==> src/rtl/cpu_debug_probe_if.sv <==
// Output stream bundle of the debug probe: one captured word plus its tag per handshake.
interface cpu_debug_probe_if #(
  parameter int unsigned DATA_W = 32
);
  logic              out_valid;
  logic              out_ready;
  logic [DATA_W-1:0] out_data;
  logic [7:0]        out_tag;

  modport master (output out_valid, output out_data, output out_tag, input out_ready);
  modport slave  (input out_valid, input out_data, input out_tag, output out_ready);
endinterface

==> src/rtl/cpu_debug_probe.sv <==
// Debug snapshot engine: freezes the CPU on request or breakpoint, sweeps the register
// file and/or a memory window through the probe ports and streams each word out.
module cpu_debug_probe #(
  parameter int unsigned DATA_W     = 32,
  parameter int unsigned RF_ADDR_W  = 5,
  parameter int unsigned RF_DEPTH   = 32,
  parameter int unsigned MEM_WIN    = 8,
  parameter int unsigned MEM_STRIDE = 4,
  parameter int unsigned BKPT_NUM   = 2
) (
  input  logic                         clk,
  input  logic                         resetn,
  input  logic                         run_req,
  input  logic [1:0]                   mode,
  input  logic [31:0]                  mem_base,
  input  logic [BKPT_NUM-1:0]          bkpt_en,
  input  logic [BKPT_NUM*DATA_W-1:0]   bkpt_pc,
  input  logic [DATA_W-1:0]            cpu_pc,
  input  logic [DATA_W-1:0]            rf_data,
  input  logic [DATA_W-1:0]            mem_data,
  output logic                         cpu_en,
  output logic [RF_ADDR_W-1:0]         rf_addr,
  output logic [31:0]                  mem_addr,
  output logic                         busy,
  output logic                         done,
  output logic [BKPT_NUM-1:0]          bkpt_hit,
  cpu_debug_probe_if.master            out_if
);

  typedef enum logic [2:0] {IDLE, HALT, SCAN_RF, SCAN_MEM, DRAIN} state_t;

  state_t               state;
  logic [BKPT_NUM-1:0]  armed;
  logic [BKPT_NUM-1:0]  pc_eq;
  logic [BKPT_NUM-1:0]  fire;
  logic [31:0]          base_q;
  logic [6:0]           idx;
  logic                 in_mem;
  logic                 then_mem;
  logic                 trigger;
  logic                 take;
  logic                 last_rf;
  logic                 last_mem;

  always_comb begin
    pc_eq = '0;
    for (int unsigned i = 0; i < BKPT_NUM; i++)
      pc_eq[i] = (cpu_pc == bkpt_pc[i*DATA_W +: DATA_W]);
  end

  assign fire     = armed & bkpt_en & pc_eq;
  assign trigger  = run_req | (|fire);
  assign take     = !out_if.out_valid || out_if.out_ready;
  assign last_rf  = (idx == 7'(RF_DEPTH - 1));
  assign last_mem = (idx == 7'(MEM_WIN - 1));

  always_ff @(posedge clk or negedge resetn) begin
    if (!resetn) begin
      state            <= IDLE;
      armed            <= '1;
      base_q           <= '0;
      idx              <= '0;
      in_mem           <= 1'b0;
      then_mem         <= 1'b0;
      cpu_en           <= 1'b1;
      rf_addr          <= '0;
      mem_addr         <= '0;
      busy             <= 1'b0;
      done             <= 1'b0;
      bkpt_hit         <= '0;
      out_if.out_valid <= 1'b0;
      out_if.out_data  <= '0;
      out_if.out_tag   <= '0;
    end else begin
      done <= 1'b0;
      case (state)
        IDLE: begin
          // A comparator that fires disarms; it re-arms once the PC is seen elsewhere.
          for (int unsigned i = 0; i < BKPT_NUM; i++) begin
            if (fire[i])       armed[i] <= 1'b0;
            else if (!pc_eq[i]) armed[i] <= 1'b1;
          end
          if (trigger) begin
            state    <= HALT;
            cpu_en   <= 1'b0;
            busy     <= 1'b1;
            bkpt_hit <= fire;
            base_q   <= mem_base;
            idx      <= '0;
            in_mem   <= (mode == 2'b01);
            then_mem <= mode[1];
            if (mode == 2'b01) mem_addr <= mem_base;
            else               rf_addr  <= '0;
          end
        end

        // HALT already presents the first address, so it captures like a scan state.
        HALT, SCAN_RF, SCAN_MEM: begin
          if (take) begin
            out_if.out_valid <= 1'b1;
            out_if.out_data  <= in_mem ? mem_data : rf_data;
            out_if.out_tag   <= {in_mem, idx};
            if (!in_mem) begin
              if (last_rf) begin
                if (then_mem) begin
                  in_mem   <= 1'b1;
                  mem_addr <= base_q;
                  idx      <= '0;
                  state    <= SCAN_MEM;
                end else begin
                  state <= DRAIN;
                end
              end else begin
                rf_addr <= rf_addr + RF_ADDR_W'(1);
                idx     <= idx + 7'd1;
                state   <= SCAN_RF;
              end
            end else begin
              if (last_mem) begin
                state <= DRAIN;
              end else begin
                mem_addr <= mem_addr + 32'(MEM_STRIDE);
                idx      <= idx + 7'd1;
                state    <= SCAN_MEM;
              end
            end
          end
        end

        DRAIN: begin
          if (out_if.out_ready) begin
            out_if.out_valid <= 1'b0;
            done             <= 1'b1;
            cpu_en           <= 1'b1;
            busy             <= 1'b0;
            state            <= IDLE;
          end
        end

        default: state <= IDLE;
      endcase
    end
  end

endmodule

==> src/flat_wrapper.sv <==
// flat-port wrapper written by rule: the top's interface ports become plain ports
module cpu_debug_probe_flat 
#(
  parameter int unsigned DATA_W     = 32,
  parameter int unsigned RF_ADDR_W  = 5,
  parameter int unsigned RF_DEPTH   = 32,
  parameter int unsigned MEM_WIN    = 8,
  parameter int unsigned MEM_STRIDE = 4,
  parameter int unsigned BKPT_NUM   = 2
)
  (clk, resetn, run_req, mode, mem_base, bkpt_en, bkpt_pc, cpu_pc, rf_data, mem_data, cpu_en, rf_addr, mem_addr, busy, done, bkpt_hit, out_if_out_valid, out_if_out_data, out_if_out_tag, out_if_out_ready);
  cpu_debug_probe_if #(.DATA_W(DATA_W)) out_if_i ();
  input  logic clk;
  input  logic resetn;
  input  logic run_req;
  input  logic [1:0] mode;
  input  logic [31:0] mem_base;
  input  logic [BKPT_NUM-1:0] bkpt_en;
  input  logic [BKPT_NUM*DATA_W-1:0] bkpt_pc;
  input  logic [DATA_W-1:0] cpu_pc;
  input  logic [DATA_W-1:0] rf_data;
  input  logic [DATA_W-1:0] mem_data;
  output logic cpu_en;
  output logic [RF_ADDR_W-1:0] rf_addr;
  output logic [31:0] mem_addr;
  output logic busy;
  output logic done;
  output logic [BKPT_NUM-1:0] bkpt_hit;
  output wire logic [$bits(out_if_i.out_valid)-1:0] out_if_out_valid;
  output wire logic [$bits(out_if_i.out_data)-1:0] out_if_out_data;
  output wire logic [$bits(out_if_i.out_tag)-1:0] out_if_out_tag;
  input wire logic [$bits(out_if_i.out_ready)-1:0] out_if_out_ready;
  assign out_if_out_valid = out_if_i.out_valid;
  assign out_if_out_data = out_if_i.out_data;
  assign out_if_out_tag = out_if_i.out_tag;
  assign out_if_i.out_ready = out_if_out_ready;
  cpu_debug_probe #(.DATA_W(DATA_W), .RF_ADDR_W(RF_ADDR_W), .RF_DEPTH(RF_DEPTH), .MEM_WIN(MEM_WIN), .MEM_STRIDE(MEM_STRIDE), .BKPT_NUM(BKPT_NUM)) u_core (.clk(clk), .resetn(resetn), .run_req(run_req), .mode(mode), .mem_base(mem_base), .bkpt_en(bkpt_en), .bkpt_pc(bkpt_pc), .cpu_pc(cpu_pc), .rf_data(rf_data), .mem_data(mem_data), .cpu_en(cpu_en), .rf_addr(rf_addr), .mem_addr(mem_addr), .busy(busy), .done(done), .bkpt_hit(bkpt_hit), .out_if(out_if_i));
endmodule
==> config.mk <==
export PLATFORM = sky130hd
export DESIGN_NAME = cpu_debug_probe_flat
export DESIGN_NICKNAME = d
export VERILOG_FILES = /design/src/rtl/cpu_debug_probe_if.sv /design/src/rtl/cpu_debug_probe.sv /design/src/flat_wrapper.sv
export SDC_FILE = /design/constraint.sdc
export NUM_CORES = 1
export LEC_CHECK = 0
export ABC_AREA = 1
export CORE_ASPECT_RATIO = 1.5
export CORE_UTILIZATION = 46
export DETAILED_ROUTE_END_ITERATION = 16
export PLACE_DENSITY = 0.8
export SYNTH_ARGS = -nofsm -noshare
export SYNTH_HDL_FRONTEND = slang
export SYNTH_SLANG_ARGS = --single-unit
==> constraint.sdc <==
create_clock -name clk -period 2 [get_ports clk]
set_input_delay 0.6 -clock clk [delete_from_list [all_inputs] [get_ports clk]]
set_output_delay 0.6 -clock clk [all_outputs]
set_load 0.01 [all_outputs]
==> impl_metrics.ini <==
[clock_tree]
clock_sinks = 129
ctsRootBufferMaster = sky130_fd_sc_hd__clkbuf_16
holdBufCountCts = 0
clock_tree.htree_level_count = 4
clk_latency_ns = 0.42
cts.reportedPaths.clkPinSlew_ns = 0.07
number_of_buffers_added_by_the_clock_tree_synthesis_step = 17
tritoncts = done
ctsLongestPathBuffers = 2

[yosys]
ys_dominant_reg_cell = sky130_fd_sc_hd__dfrtp_1
synth_top_family_by_area = simple AND/OR/NAND/NOR gates
synth_xor_xnor_area_share_pct = 8.47
compound_gate_portion_of_the_synthesized_area_pct = 10.5
post_synth_inst_count = 1050
net_count_of_the_mapped_netlist = 1253
muxShareOfSynthArea_pct = 0
async_flop_share_pct = 100
register_area_share_after_synthesis_pct = 41.7
synth_cell_type_count = 43
synth_simple_gate_area_share_pct = 31.2
ys.warnings.count = 0
ys_seq_elements = 129
synth_area_per_cell_um2 = 7.38
synth_fa_ha_area_share_pct = 0.484
number_of_enable_type_register_cells_in_the_synthesized_netlist = 0
netlist_area_um2 = 7750

[die]
top_level_ports = 283
fp.coreArea_um2 = 16300
start_util_pct = 47.5
die_h_um = 161
die_width_um = 108
num_rows = 57
die_area_um2 = 17400

[sta]
number_of_max_slew_violations_in_the_final_report = 0
final-setup-viol-count = 0
shortest_clock_period_the_worst_path_allows_after_layout_ns = 2.00
hold_violations = 0
relSlewSlack_pct = 67.8
skew_ns = 0.0160
fmax_mhz = 501
unrepaired_setup_endpoints_after_global_routing = true
timing.final.crit_share_pct = 99.9
timing_worst_slew_pin_value_ns = 0.483

[grt]
global_route_wire_length_before_repair_um = 41100
groute.usage.overall_pct = 30.3
antenna_found_initial = 0
maximum_number_of_pins_on_one_net_before_global_route_repair = 41
grt_overflow_total = 0
vias_in_the_first_global_route = 8726

[power_and_ir_drop]
power.leakage_nw = 6.08
power_per_cell_area_nw_per_um2 = 1410
ir_drop_v = 0.00104
total_power_w = 0.0174

[drt]
vias = 8543
detail_route.vias_per_cell = 5.23
detail_route.drc_violations = 0
first_pass_iters = 6
number_of_nets_with_antenna_violations_after_detailed_routing = 0
post_drt_wl_per_cell_um = 16.1
drtIter0Drc = 640
routed_wirelength_um = 26200

[status]
run_status = finished, final reports clean

[critical_path]
regToRegStartpoint = u_core.idx[1]$_DFFE_PN0P_
critPathCaptureType = register
ff2ff_setup_slack_ns = 0.003
worstPathBufferInverterCount = 2
crit_slowest_cell = sky130_fd_sc_hd__dfrtp_1
setup.worst_path.start_class = register
reg2regPathDepth = 13
slowest_delay_ns = 0.39
cpMostUsedCell = sky130_fd_sc_hd__nand2_2
largest_delay_contributor_family_on_the_critical_path = simple AND/OR/NAND/NOR gates
worst_r2r_endpoint = u_core.mem_addr[12]$_DFFE_PN0P_
crit_path_max_fanout = 7
cp_data_arrival_time_ns = 2.31
crit_type = reg2reg
worstSetupStartpoint = u_core.idx[1]$_DFFE_PN0P_
path_cells = ha_2 > nand2_2 > nor2_2 > nand2_2 > nor2_4 > nand2_2 > nand2_2 > inv_2 > nor2_4 > nand2_8 > clkbuf_16 > nand2_1 > nand2_1
worst-path-stages = 13
worst-endpoint-required_ns = 2.31

[run]
timing.max_cap.violations = 0

[layout]
postLayoutCoreUtil_pct = 75.7
num_antenna_cells = 0
layout_cells_sized_above_1_pct = 18.1
nFillCells = 1226
area_delta_synth_final_pct = 59.5
finalInstanceArea_um2 = 12400
num-nets-final = 1618

[placed_design]
io_buffer_count = 282
gp_congestion = 0.882
post_dp_cell_area_um2 = 11100
dp_hpwl_um = 17800

[worst_hold_path]
hold_path_class = in2async
## final cells by class
type,count,area [um2],area share (%)
clock buffer,18,429,3.47
clock inverter,14,174,1.41
inverter,93,354,2.86
multi-input combinational,784,4210,34.0
sequential,129,3240,26.2
tap,206,258,2.09
timing repair buffer,390,3700,30.0
## report_power, final
part	switching [W]	internal [W]	total (W)
Combinational	0.00539	0.00443	0.00982
Clock	0.00129	0.00188	0.00317
Sequential	0.000692	0.00373	0.00442
## layout by cell type, fill, tap and decap left out, drive strengths merged, types with 17 or more instances in the layout
cell type / Yosys / layout
dlygate4sd2: 0 / 39
dfrtp: 126 / 126
inv: 93 / 99
nand2: 366 / 366
buf: 27 / 108
o31ai: 32 / 32
dlymetal6s2s: 0 / 18
nor2: 119 / 119
nor3: 17 / 17
clkdlybuf4s15: 0 / 36
nand3: 61 / 61
xor2: 19 / 19
xnor2: 56 / 56
clkdlybuf4s50: 0 / 165
o21ai: 53 / 53
clkbuf: 17 / 42
## sequential cells by signal, indices dropped and copies added, names as in the netlist, 2 cells and up
signal / cells
u_core.out_if.out_data: 32
u_core.base_q: 32
u_core.out_if.out_tag: 8
u_core.armed: 2
u_core.state: 3
u_core.idx: 7
u_core.mem_addr: 32
u_core.bkpt_hit: 2
u_core.rf_addr: 5
## metrics by stage
step | instances | worst slack [ns] | setup TNS [ns] | hold WS [ns]
2_1_floorplan | 1050 | 0.114 | 0 | 0.304
3_3_place_gp | 1549 | -0.664 | -54.39 | 0.458
3_5_place_dp | 1549 | -0.711 | -57.12 | 0.467
4_1_cts | 1621 | 0.000219 | 0 | 0.148
5_1_grt | 1634 | -0.150 | -3.86 | 0.163
6_report | 1634 | 0.00278 | 0 | 0.149
## kinds of logic (layout without fill, tap and decap cells)
kind of cell | Yosys count | in the layout
AO/OA/AOI/OAI | 127 | 127
XOR/XNOR | 75 | 75
adder cells (fa/ha/maj) | 3 | 3
buffers and inverters | 137 | 515
flip-flops | 129 | 129
AND/OR/NAND/NOR | 579 | 579
## cell usage after synthesis, drive strengths merged, types with 3 or more instances
master,count,area [um2]
a211oi,3,22.5
a21oi,11,55.1
buf,27,180
clkbuf,17,63.8
dfrtp,126,3150
dfstp,3,78.8
ha,3,37.5
inv,93,349
nand2,366,1400
nand3,61,320
nand4,9,62.6
nor2,119,484
nor3,17,101
o211ai,5,37.5
o21ai,53,265
o221ai,16,140
o31ai,32,240
or2,3,18.8
xnor2,56,490
xor2,19,166
## worst max-delay path by stage
stage,endpoint
finish,u_core.mem_addr[12]$_DFFE_PN0P_
global route,u_core.mem_addr[12]$_DFFE_PN0P_
CTS,mem_addr[29]
detailed placement,u_core.mem_addr[9]$_DFFE_PN0P_
global placement,u_core.mem_addr[18]$_DFFE_PN0P_
floorplan,u_core.mem_addr[18]$_DFFE_PN0P_
## layer usage
metal / routed length (um) / track usage, %
met2: 14100 / 55.7
met1: 9090 / 31.0
met5: 0 / 0
met3: 1790 / 6.90
met4: 1220 / 16.7
## worst register-to-register path, delay by kind of cell, from the launching register on
family	cells	cell delay, ns
and+or+nand+nor	10	1.03
DFF	1	0.39
buffers and inverters	2	0.24
adders and majority gates	1	0.21
## what timing repair did
action | 4_1_cts | 5_1_grt
endpoints found under the setup margin | 113 | 100
gates resized for setup | 123 | 165
buffers inserted | 36 | 12
pin swaps | 91 | 102
cloned | 4 | 1
Power figures use the tool's default switching activity.
